File: config.mk
export PLATFORM = sky130hd
export DESIGN_NAME = spark80_mem_bridge_flat
export DESIGN_NICKNAME = d
export VERILOG_FILES = /design/src/rtl/pkg_cpu.sv /design/src/rtl/spark80_mem_bridge_if.sv /design/src/rtl/spark80_byte_lane_steer.sv /design/src/rtl/spark80_mem_bridge.sv /design/src/flat_wrapper.sv
export SDC_FILE = /design/constraint.sdc
export NUM_CORES = 1
export LEC_CHECK = 0
export BUFFER_PORTS_ARGS = -buffer_cell sky130_fd_sc_hd__buf_4
export CAP_MARGIN = 30
export CORE_MARGIN = 2
export CORE_UTILIZATION = 45
export DETAILED_ROUTE_END_ITERATION = 8
export PLACE_DENSITY_LB_ADDON = 0.1
export SETUP_SLACK_MARGIN = 0.5
export SYNTH_ARGS = -nofsm -noshare
export SYNTH_HDL_FRONTEND = slang
export SYNTH_SLANG_ARGS = --single-unit
File: constraint.sdc
create_clock -name clk -period 2.2 [get_ports clk]
set_clock_uncertainty 0.2 [all_clocks]
set_input_delay 0.44 -clock clk [delete_from_list [all_inputs] [get_ports clk]]
set_output_delay 0.44 -clock clk [all_outputs]
set_load 0.01 [all_outputs]
File: src/rtl/pkg_cpu.sv
// Shared spark80 CPU definitions: access-size encodings, RAM byte-enable
// constants and the memory-bridge state enum.
package pkg_cpu;

    // CPU data access size (data_acc_sz)
    localparam logic cpu_data_acc_sz_8  = 1'b0;
    localparam logic cpu_data_acc_sz_16 = 1'b1;

    // RAM byte enables: bit 0 -> [7:0] (even byte), bit 1 -> [15:8] (odd byte)
    localparam logic [1:0] BE_NONE = 2'b00;
    localparam logic [1:0] BE_LO   = 2'b01;
    localparam logic [1:0] BE_HI   = 2'b10;
    localparam logic [1:0] BE_BOTH = 2'b11;

    typedef enum logic [2:0] {
        StIdle,
        StAcc0,
        StWait0,
        StAcc1,
        StWait1,
        StDone
    } bridge_state_e;

    // A 16-bit access at an odd byte address straddles two RAM words.
    function automatic logic is_split(input logic acc_sz, input logic addr_lsb);
        return (acc_sz == cpu_data_acc_sz_16) && addr_lsb;
    endfunction

endpackage

File: src/rtl/spark80_mem_bridge_if.sv
// spark80 memory-bridge bus bundle.
//   CPU side : req_rdwr, data_inout_addr, data_acc_sz, data_inout_we, temp_data_out (CPU -> bridge)
//              temp_data_in, data_ready (bridge -> CPU)
//   RAM side : ram_addr, ram_en, ram_we, ram_be, ram_wdata (bridge -> RAM), ram_rdata (RAM -> bridge)
// Modports: master = CPU, slave = bridge, ram = block RAM.
interface spark80_mem_bridge_if #(
    parameter int unsigned ADDR_WIDTH = 16
) ();
    logic                  req_rdwr;
    logic [ADDR_WIDTH-1:0] data_inout_addr;
    logic                  data_acc_sz;
    logic                  data_inout_we;
    logic [15:0]           temp_data_out;
    logic [15:0]           temp_data_in;
    logic                  data_ready;

    logic [ADDR_WIDTH-2:0] ram_addr;
    logic                  ram_en;
    logic                  ram_we;
    logic [1:0]            ram_be;
    logic [15:0]           ram_wdata;
    logic [15:0]           ram_rdata;

    modport master (
        output req_rdwr, data_inout_addr, data_acc_sz, data_inout_we, temp_data_out,
        input  temp_data_in, data_ready
    );

    modport slave (
        input  req_rdwr, data_inout_addr, data_acc_sz, data_inout_we, temp_data_out, ram_rdata,
        output temp_data_in, data_ready, ram_addr, ram_en, ram_we, ram_be, ram_wdata
    );

    modport ram (
        input  ram_addr, ram_en, ram_we, ram_be, ram_wdata,
        output ram_rdata
    );
endinterface

File: src/rtl/spark80_byte_lane_steer.sv
// Combinational byte-lane steering between the CPU data path and the 16-bit RAM.
//   acc_sz_i      : access size (pkg_cpu encodings)
//   addr_lsb_i    : byte address bit 0 of the current access
//   second_half_i : 1 while working on the second word of a split access
//   cpu_wdata_i   : CPU write data
//   ram_rdata_i   : RAM read data
//   rd_prev_i     : partially assembled read result
//   ram_be_o      : byte enables for this word access
//   ram_wdata_o   : lane-steered write data
//   rd_next_o     : read result with this word's lane(s) merged in
module spark80_byte_lane_steer
    import pkg_cpu::*;
(
    input  logic        acc_sz_i,
    input  logic        addr_lsb_i,
    input  logic        second_half_i,
    input  logic [15:0] cpu_wdata_i,
    input  logic [15:0] ram_rdata_i,
    input  logic [15:0] rd_prev_i,
    output logic [1:0]  ram_be_o,
    output logic [15:0] ram_wdata_o,
    output logic [15:0] rd_next_o
);

    always_comb begin
        ram_be_o    = BE_BOTH;
        ram_wdata_o = cpu_wdata_i;
        rd_next_o   = ram_rdata_i;
        if (acc_sz_i == cpu_data_acc_sz_8) begin
            // Byte data goes on both lanes; the enable picks the real one.
            ram_be_o    = addr_lsb_i ? BE_HI : BE_LO;
            ram_wdata_o = {2{cpu_wdata_i[7:0]}};
            rd_next_o   = {8'h00, (addr_lsb_i ? ram_rdata_i[15:8] : ram_rdata_i[7:0])};
        end else if (addr_lsb_i) begin
            // Split word: low CPU byte lives in lane 1 of the first word, high CPU byte
            // in lane 0 of the next, so a swapped word serves both halves.
            ram_wdata_o = {cpu_wdata_i[7:0], cpu_wdata_i[15:8]};
            if (!second_half_i) begin
                ram_be_o  = BE_HI;
                rd_next_o = {rd_prev_i[15:8], ram_rdata_i[15:8]};
            end else begin
                ram_be_o  = BE_LO;
                rd_next_o = {ram_rdata_i[7:0], rd_prev_i[7:0]};
            end
        end
    end

endmodule

File: src/rtl/spark80_mem_bridge.sv
// Bridge between the spark80 CPU memory port and a 16-bit synchronous block RAM
// with byte enables. One request at a time; byte addresses become word addresses
// plus lane enables, and read data returns with a one-cycle data_ready.
//   clk, reset : clock and synchronous active-high reset
//   bus        : CPU and RAM signals (spark80_mem_bridge_if, slave modport)
//   misalign   : one-cycle pulse on a forced-aligned 16-bit access (only when
//                SPARK80_MEM_BRIDGE_UNALIGNED_EN is undefined)
// Build option: SPARK80_MEM_BRIDGE_UNALIGNED_EN defined splits odd 16-bit
// accesses into two word accesses; undefined forces them to the aligned word.
// ADDR_WIDTH must match the interface instance parameter.
module spark80_mem_bridge
    import pkg_cpu::*;
#(
    parameter int unsigned ADDR_WIDTH  = 16,
    parameter int unsigned RAM_LATENCY = 1,
    parameter int unsigned WAIT_STATES = 0
) (
    input  logic                 clk,
    input  logic                 reset,
    spark80_mem_bridge_if.slave  bus
`ifndef SPARK80_MEM_BRIDGE_UNALIGNED_EN
    ,
    output logic                 misalign
`endif
);

    localparam int unsigned WordW      = ADDR_WIDTH - 1;
    localparam logic [3:0]  CntLoad    = 4'(RAM_LATENCY + WAIT_STATES - 1);
    localparam logic [3:0]  CntCapture = 4'(WAIT_STATES);

    bridge_state_e         state_q, state_d;
    logic [ADDR_WIDTH-1:0] addr_q, addr_d;
    logic                  sz_q, sz_d;
    logic                  we_q, we_d;
    logic [15:0]           wdata_q, wdata_d;
    logic [3:0]            cnt_q, cnt_d;
    logic [15:0]           acc_q, acc_d;     // read result being assembled
    logic [15:0]           rdata_q, rdata_d; // read result presented to the CPU
`ifdef SPARK80_MEM_BRIDGE_UNALIGNED_EN
    logic                  split_q, split_d;
`else
    logic                  mis_q, mis_d;
`endif

    logic                  second_half;
    logic                  ram_en;
    logic [WordW-1:0]      word0;
    logic [WordW-1:0]      word1;
    logic [1:0]            lane_be;
    logic [15:0]           lane_wdata;
    logic [15:0]           rd_next;

    assign word0 = addr_q[ADDR_WIDTH-1:1];
    assign word1 = word0 + WordW'(1); // wraps modulo the word space

`ifdef SPARK80_MEM_BRIDGE_UNALIGNED_EN
    assign second_half = (state_q == StAcc1) || (state_q == StWait1);
`else
    assign second_half = 1'b0;
`endif

    spark80_byte_lane_steer u_steer (
        .acc_sz_i      (sz_q),
        .addr_lsb_i    (addr_q[0]),
        .second_half_i (second_half),
        .cpu_wdata_i   (wdata_q),
        .ram_rdata_i   (bus.ram_rdata),
        .rd_prev_i     (acc_q),
        .ram_be_o      (lane_be),
        .ram_wdata_o   (lane_wdata),
        .rd_next_o     (rd_next)
    );

    always_comb begin
        state_d = state_q;
        addr_d  = addr_q;
        sz_d    = sz_q;
        we_d    = we_q;
        wdata_d = wdata_q;
        cnt_d   = cnt_q;
        acc_d   = acc_q;
        rdata_d = rdata_q;
`ifdef SPARK80_MEM_BRIDGE_UNALIGNED_EN
        split_d = split_q;
`else
        mis_d   = mis_q;
`endif
        case (state_q)
            StIdle: begin
                if (bus.req_rdwr) begin
                    addr_d  = bus.data_inout_addr;
                    sz_d    = bus.data_acc_sz;
                    we_d    = bus.data_inout_we;
                    wdata_d = bus.temp_data_out;
`ifdef SPARK80_MEM_BRIDGE_UNALIGNED_EN
                    split_d = is_split(bus.data_acc_sz, bus.data_inout_addr[0]);
`else
                    mis_d   = is_split(bus.data_acc_sz, bus.data_inout_addr[0]);
                    if (bus.data_acc_sz == cpu_data_acc_sz_16) begin
                        addr_d[0] = 1'b0;
                    end
`endif
                    state_d = StAcc0;
                end
            end
            StAcc0: begin
                cnt_d   = CntLoad;
                state_d = StWait0;
            end
`ifdef SPARK80_MEM_BRIDGE_UNALIGNED_EN
            StAcc1: begin
                cnt_d   = CntLoad;
                state_d = StWait1;
            end
            StWait0, StWait1: begin
`else
            StWait0: begin
`endif
                // RAM data is valid once RAM_LATENCY cycles have elapsed, i.e.
                // when WAIT_STATES cycles remain on the counter.
                if ((cnt_q == CntCapture) && !we_q) begin
                    acc_d = rd_next;
                end
                if (cnt_q == 4'd0) begin
`ifdef SPARK80_MEM_BRIDGE_UNALIGNED_EN
                    if ((state_q == StWait0) && split_q) begin
                        state_d = StAcc1;
                    end else begin
                        state_d = StDone;
                    end
`else
                    state_d = StDone;
`endif
                    if ((state_d == StDone) && !we_q) begin
                        rdata_d = acc_d;
                    end
                end else begin
                    cnt_d = cnt_q - 4'd1;
                end
            end
            StDone: begin
                state_d = StIdle;
            end
            default: begin
                state_d = StIdle;
            end
        endcase
    end

    always_ff @(posedge clk) begin
        if (reset) begin
            state_q <= StIdle;
            addr_q  <= '0;
            sz_q    <= cpu_data_acc_sz_8;
            we_q    <= 1'b0;
            wdata_q <= '0;
            cnt_q   <= '0;
            acc_q   <= '0;
            rdata_q <= '0;
`ifdef SPARK80_MEM_BRIDGE_UNALIGNED_EN
            split_q <= 1'b0;
`else
            mis_q   <= 1'b0;
`endif
        end else begin
            state_q <= state_d;
            addr_q  <= addr_d;
            sz_q    <= sz_d;
            we_q    <= we_d;
            wdata_q <= wdata_d;
            cnt_q   <= cnt_d;
            acc_q   <= acc_d;
            rdata_q <= rdata_d;
`ifdef SPARK80_MEM_BRIDGE_UNALIGNED_EN
            split_q <= split_d;
`else
            mis_q   <= mis_d;
`endif
        end
    end

    assign ram_en           = (state_q == StAcc0) || (state_q == StAcc1);
    assign bus.ram_en       = ram_en;
    assign bus.ram_we       = ram_en && we_q;
    assign bus.ram_be       = ram_en ? lane_be : BE_NONE;
    assign bus.ram_addr     = second_half ? word1 : word0;
    assign bus.ram_wdata    = lane_wdata;
    assign bus.data_ready   = (state_q == StDone);
    assign bus.temp_data_in = rdata_q;
`ifndef SPARK80_MEM_BRIDGE_UNALIGNED_EN
    assign misalign         = (state_q == StAcc0) && mis_q;
`endif

endmodule
File: src/flat_wrapper.sv
// flat-port wrapper written by rule: the top's interface ports become plain ports
module spark80_mem_bridge_flat import pkg_cpu::*;
#(
    parameter int unsigned ADDR_WIDTH  = 16,
    parameter int unsigned RAM_LATENCY = 1,
    parameter int unsigned WAIT_STATES = 0
)
  (clk, reset, misalign, bus_req_rdwr, bus_data_inout_addr, bus_data_acc_sz, bus_data_inout_we, bus_temp_data_out, bus_ram_rdata, bus_temp_data_in, bus_data_ready, bus_ram_addr, bus_ram_en, bus_ram_we, bus_ram_be, bus_ram_wdata);
  spark80_mem_bridge_if #(.ADDR_WIDTH(ADDR_WIDTH)) bus_i ();
  input  logic clk;
  input  logic reset;
  output logic misalign;
  input wire logic [$bits(bus_i.req_rdwr)-1:0] bus_req_rdwr;
  input wire logic [$bits(bus_i.data_inout_addr)-1:0] bus_data_inout_addr;
  input wire logic [$bits(bus_i.data_acc_sz)-1:0] bus_data_acc_sz;
  input wire logic [$bits(bus_i.data_inout_we)-1:0] bus_data_inout_we;
  input wire logic [$bits(bus_i.temp_data_out)-1:0] bus_temp_data_out;
  input wire logic [$bits(bus_i.ram_rdata)-1:0] bus_ram_rdata;
  output wire logic [$bits(bus_i.temp_data_in)-1:0] bus_temp_data_in;
  output wire logic [$bits(bus_i.data_ready)-1:0] bus_data_ready;
  output wire logic [$bits(bus_i.ram_addr)-1:0] bus_ram_addr;
  output wire logic [$bits(bus_i.ram_en)-1:0] bus_ram_en;
  output wire logic [$bits(bus_i.ram_we)-1:0] bus_ram_we;
  output wire logic [$bits(bus_i.ram_be)-1:0] bus_ram_be;
  output wire logic [$bits(bus_i.ram_wdata)-1:0] bus_ram_wdata;
  assign bus_i.req_rdwr = bus_req_rdwr;
  assign bus_i.data_inout_addr = bus_data_inout_addr;
  assign bus_i.data_acc_sz = bus_data_acc_sz;
  assign bus_i.data_inout_we = bus_data_inout_we;
  assign bus_i.temp_data_out = bus_temp_data_out;
  assign bus_i.ram_rdata = bus_ram_rdata;
  assign bus_temp_data_in = bus_i.temp_data_in;
  assign bus_data_ready = bus_i.data_ready;
  assign bus_ram_addr = bus_i.ram_addr;
  assign bus_ram_en = bus_i.ram_en;
  assign bus_ram_we = bus_i.ram_we;
  assign bus_ram_be = bus_i.ram_be;
  assign bus_ram_wdata = bus_i.ram_wdata;
  spark80_mem_bridge #(.ADDR_WIDTH(ADDR_WIDTH), .RAM_LATENCY(RAM_LATENCY), .WAIT_STATES(WAIT_STATES)) u_core (.clk(clk), .reset(reset), .bus(bus_i), .misalign(misalign));
endmodule
==> run_results.csv <==
group,metric,value,unit
placed_design,dpl.hpwl,5180,µm
global_routing,antenna_found_initial,0,
die,core_area,0.00624,mm²
routing,vias,3245,
clocking,cts_buffers,9,
logic_synthesis,synth_edf_count,0,
sta,finalHoldViolations,0,
critical_path,critPathKind,"reg -> out",
critical_path,path_max_fanout,8,
placed_design,place.gp.congestion,0.747,
clocking,insertion_delay,0.34,ns
finish,drive_above_1_share,0.580,
finish,fill_cells,412,
placed_design,port-buffer-count,105,
routing,ant_nets,0,
global_routing,grt_pass1_vias,2950,
pwr,power_leakage,2.02,nW
critical_path,arrival,1.45,ns
logic_synthesis,synth_ff_type,"dfxtp_1",
logic_synthesis,synthArstFlopShare,0,
logic_synthesis,synth_area,0.00286,mm²
routing,wl_per_cell,18.1,µm
critical_path,crit_path_start_kind,"flip-flop",
sta,maxSlewViolCount,0,
routing,dr.pass1.iters,7,
global_routing,grt_pass1_wl,14200,µm
finish,instances_no_fill,568,
sta,max_slew.worst_pin.slew,0.628,ns
clocking,tritoncts,"done",
critical_path,worstPathRequired,1.56,ns
status,status,"complete, no violations",
logic_synthesis,yosysSeqAreaShare,0.462,
sta,fin_crit_sh,0.950,
die,io_pins,106,
clocking,cts_sinks,66,
logic_synthesis,synth-seq-cells,66,
placed_design,place_inst,516,
logic_synthesis,ys_types,32,
logic_synthesis,postSynthNetCount,407,
sta,finalSetupTns,0,ns
global_routing,grtUsageTotal,0.252,
finish,nets,541,
logic_synthesis,avgSynthCellArea,8.12,µm²
pwr,pwr_density_cell,629,mW/mm²
routing,drc,0,
global_routing,global_route.overflow_total,0,
pwr,ir_drop,0.468,mV
clocking,hold_buffers,0,
die,row_count,29,
routing,drt_iter0_markers,259,
die,die_w,83.7,µm
flow_run,drv_cap,0,
sta,setup_viol,0,
finish,final_common_cell,"buf_4",
sta,fmax,478,MHz
routing,routed_wl,10300,µm
die,die_y,83.7,µm
die,die_area,0.00700,mm²
critical_path,critPathCaptureType,"primary output",
routing,viasPerCell,5.71,
clocking,cts_root_buf,"clkbuf_8",
finish,most-common-layout-cells,"buf_4, nand2_1, dfxtp_1, nand2_2, buf_6",
clocking,htreeDepth,3,
clocking,path_clk_slew,0.07,ns
die,start_util,0.458,
sta,rsz0062_at_grt,"true",
finish,diodes,0,
hold_path,hold_path_class,"in -> reg",
sta,timing.slew.headroom,0.581,
clocking,cts_buffer_depth,2,
finish,syn_to_final_growth,72.6,%
global_routing,grt_max_degree,50,
logic_synthesis,yosysWarnings,0,
logic_synthesis,synthesis.instances,352,
sta,min_period,2.09,ns
-- cell usage after synthesis (all sizes together) (3+ instances only) --
cell type  number  share of area
a21oi          47          0.082
a311oi         16          0.049
o21ai          10          0.018
nor2           15          0.020
nor3b           3         0.0096
a31oi           8          0.018
buf             6          0.010
nand3          10          0.018
o21a            8          0.021
dfxtp          66           0.46
clkbuf         24          0.032
inv             4         0.0053
or3b            3         0.0092
mux2i           8          0.028
mux2            8          0.032
nand2          94           0.12
or4             3         0.0079
and2            3         0.0066
-- timing repair --
action / in CTS / in global routing
endpoints found under the setup margin: 84 / 85
endpoints found under the hold margin: 0 / 0
pin swaps: 13 / 79
cloned: 7 / 2
setup buffers: 16 / 11
gates resized for setup: 67 / 99
-- cell type report --
type                    count  area (µm²)  share of cell area
multi-input cells         259        1980               0.402
flip-flops and latches     66        1340               0.271
repair buffers            146        1290               0.262
clock buffers              10         138              0.0279
well taps                  77        96.3              0.0195
clock inverters             6        65.1              0.0132
inverters                   4        17.5             0.00355
-- stage by stage --
| stage | total power [mW] | hold WS, ns | util | setup WS (ns) | cell area [µm²] |
|---|---|---|---|---|---|
| 3_5_place_dp | 1.84 | 0.241 | 0.608 | 0.267 | 3790 |
| 5_1_grt | 3.22 | 0.132 | 0.790 | 0.0668 | 4930 |
| 2_1_floorplan | 1.63 | 0.227 | - | 0.355 | 3010 |
| 3_3_place_gp | 1.84 | 0.237 | 0.608 | 0.301 | 3790 |
| 4_1_cts | 2.98 | 0.134 | 0.711 | 0.119 | 4440 |
| 6_report | 3.10 | 0.137 | 0.790 | 0.109 | 4930 |
-- flip-flops by register name (all words and copies together), names as in the netlist --
name,cells
u_core.wdata_q,16
u_core.addr_q,16
u_core.state_q,3
u_core.sz_q,1
u_core.we_q,1
u_core.acc_q,8
u_core.mis_q,1
u_core.cnt_q,4
u_core.bus.temp_data_in,16
-- worst max-delay path: stages, from the launching register on --
cell and delay (ns):
dfxtp_4 0.35, nor2b_4 0.16, buf_8 0.16, mux2_4 0.31
buf_6 0.12
-- cells by family after synthesis --
family | after synthesis | synth area share
simple gates | 141 | 0.225
fa+ha+maj | 2 | 0.00876
compound gates | 93 | 0.198
flops | 66 | 0.462
mux | 16 | 0.0595
buf+inv | 34 | 0.0468
-- report_power, final --
group          switching [mW]  total (mW)  internal [mW]
logic                   0.347       0.720          0.373
registers              0.0616        1.33           1.27
clock network           0.498        1.05          0.556
-- metal layers --
layer / part of all wire / wire, µm / GRT usage / up-vias
li1: - / - / - / 1521
met1: 0.40 / 4150 / 0.329 / 1533
met2: 0.49 / 5060 / 0.409 / 159
met3: 0.075 / 765 / 0.0564 / 32
met4: 0.028 / 289 / 0.0938 / 0
met5: 0 / 0 / 0 / -
-- path summary, 6_finish.rpt --
kind                                        from                                      end  slack, ns  cells past startpoint
setup / recovery        u_core.sz_q$_SDFFE_PP0P_                         bus_ram_wdata[8]       0.11                      4
hold / removal            bus_data_inout_addr[8]            u_core.addr_q[8]$_SDFFE_PP0P_       0.14                      3
setup reg to reg    u_core.cnt_q[0]$_SDFFE_PP0P_  u_core.bus.temp_data_in[8]$_SDFFE_PP0P_       0.35                      6
hold reg to reg   u_core.addr_q[10]$_SDFFE_PP0P_           u_core.addr_q[10]$_SDFFE_PP0P_       0.26                      2
(Power assumes the default switching activity.)
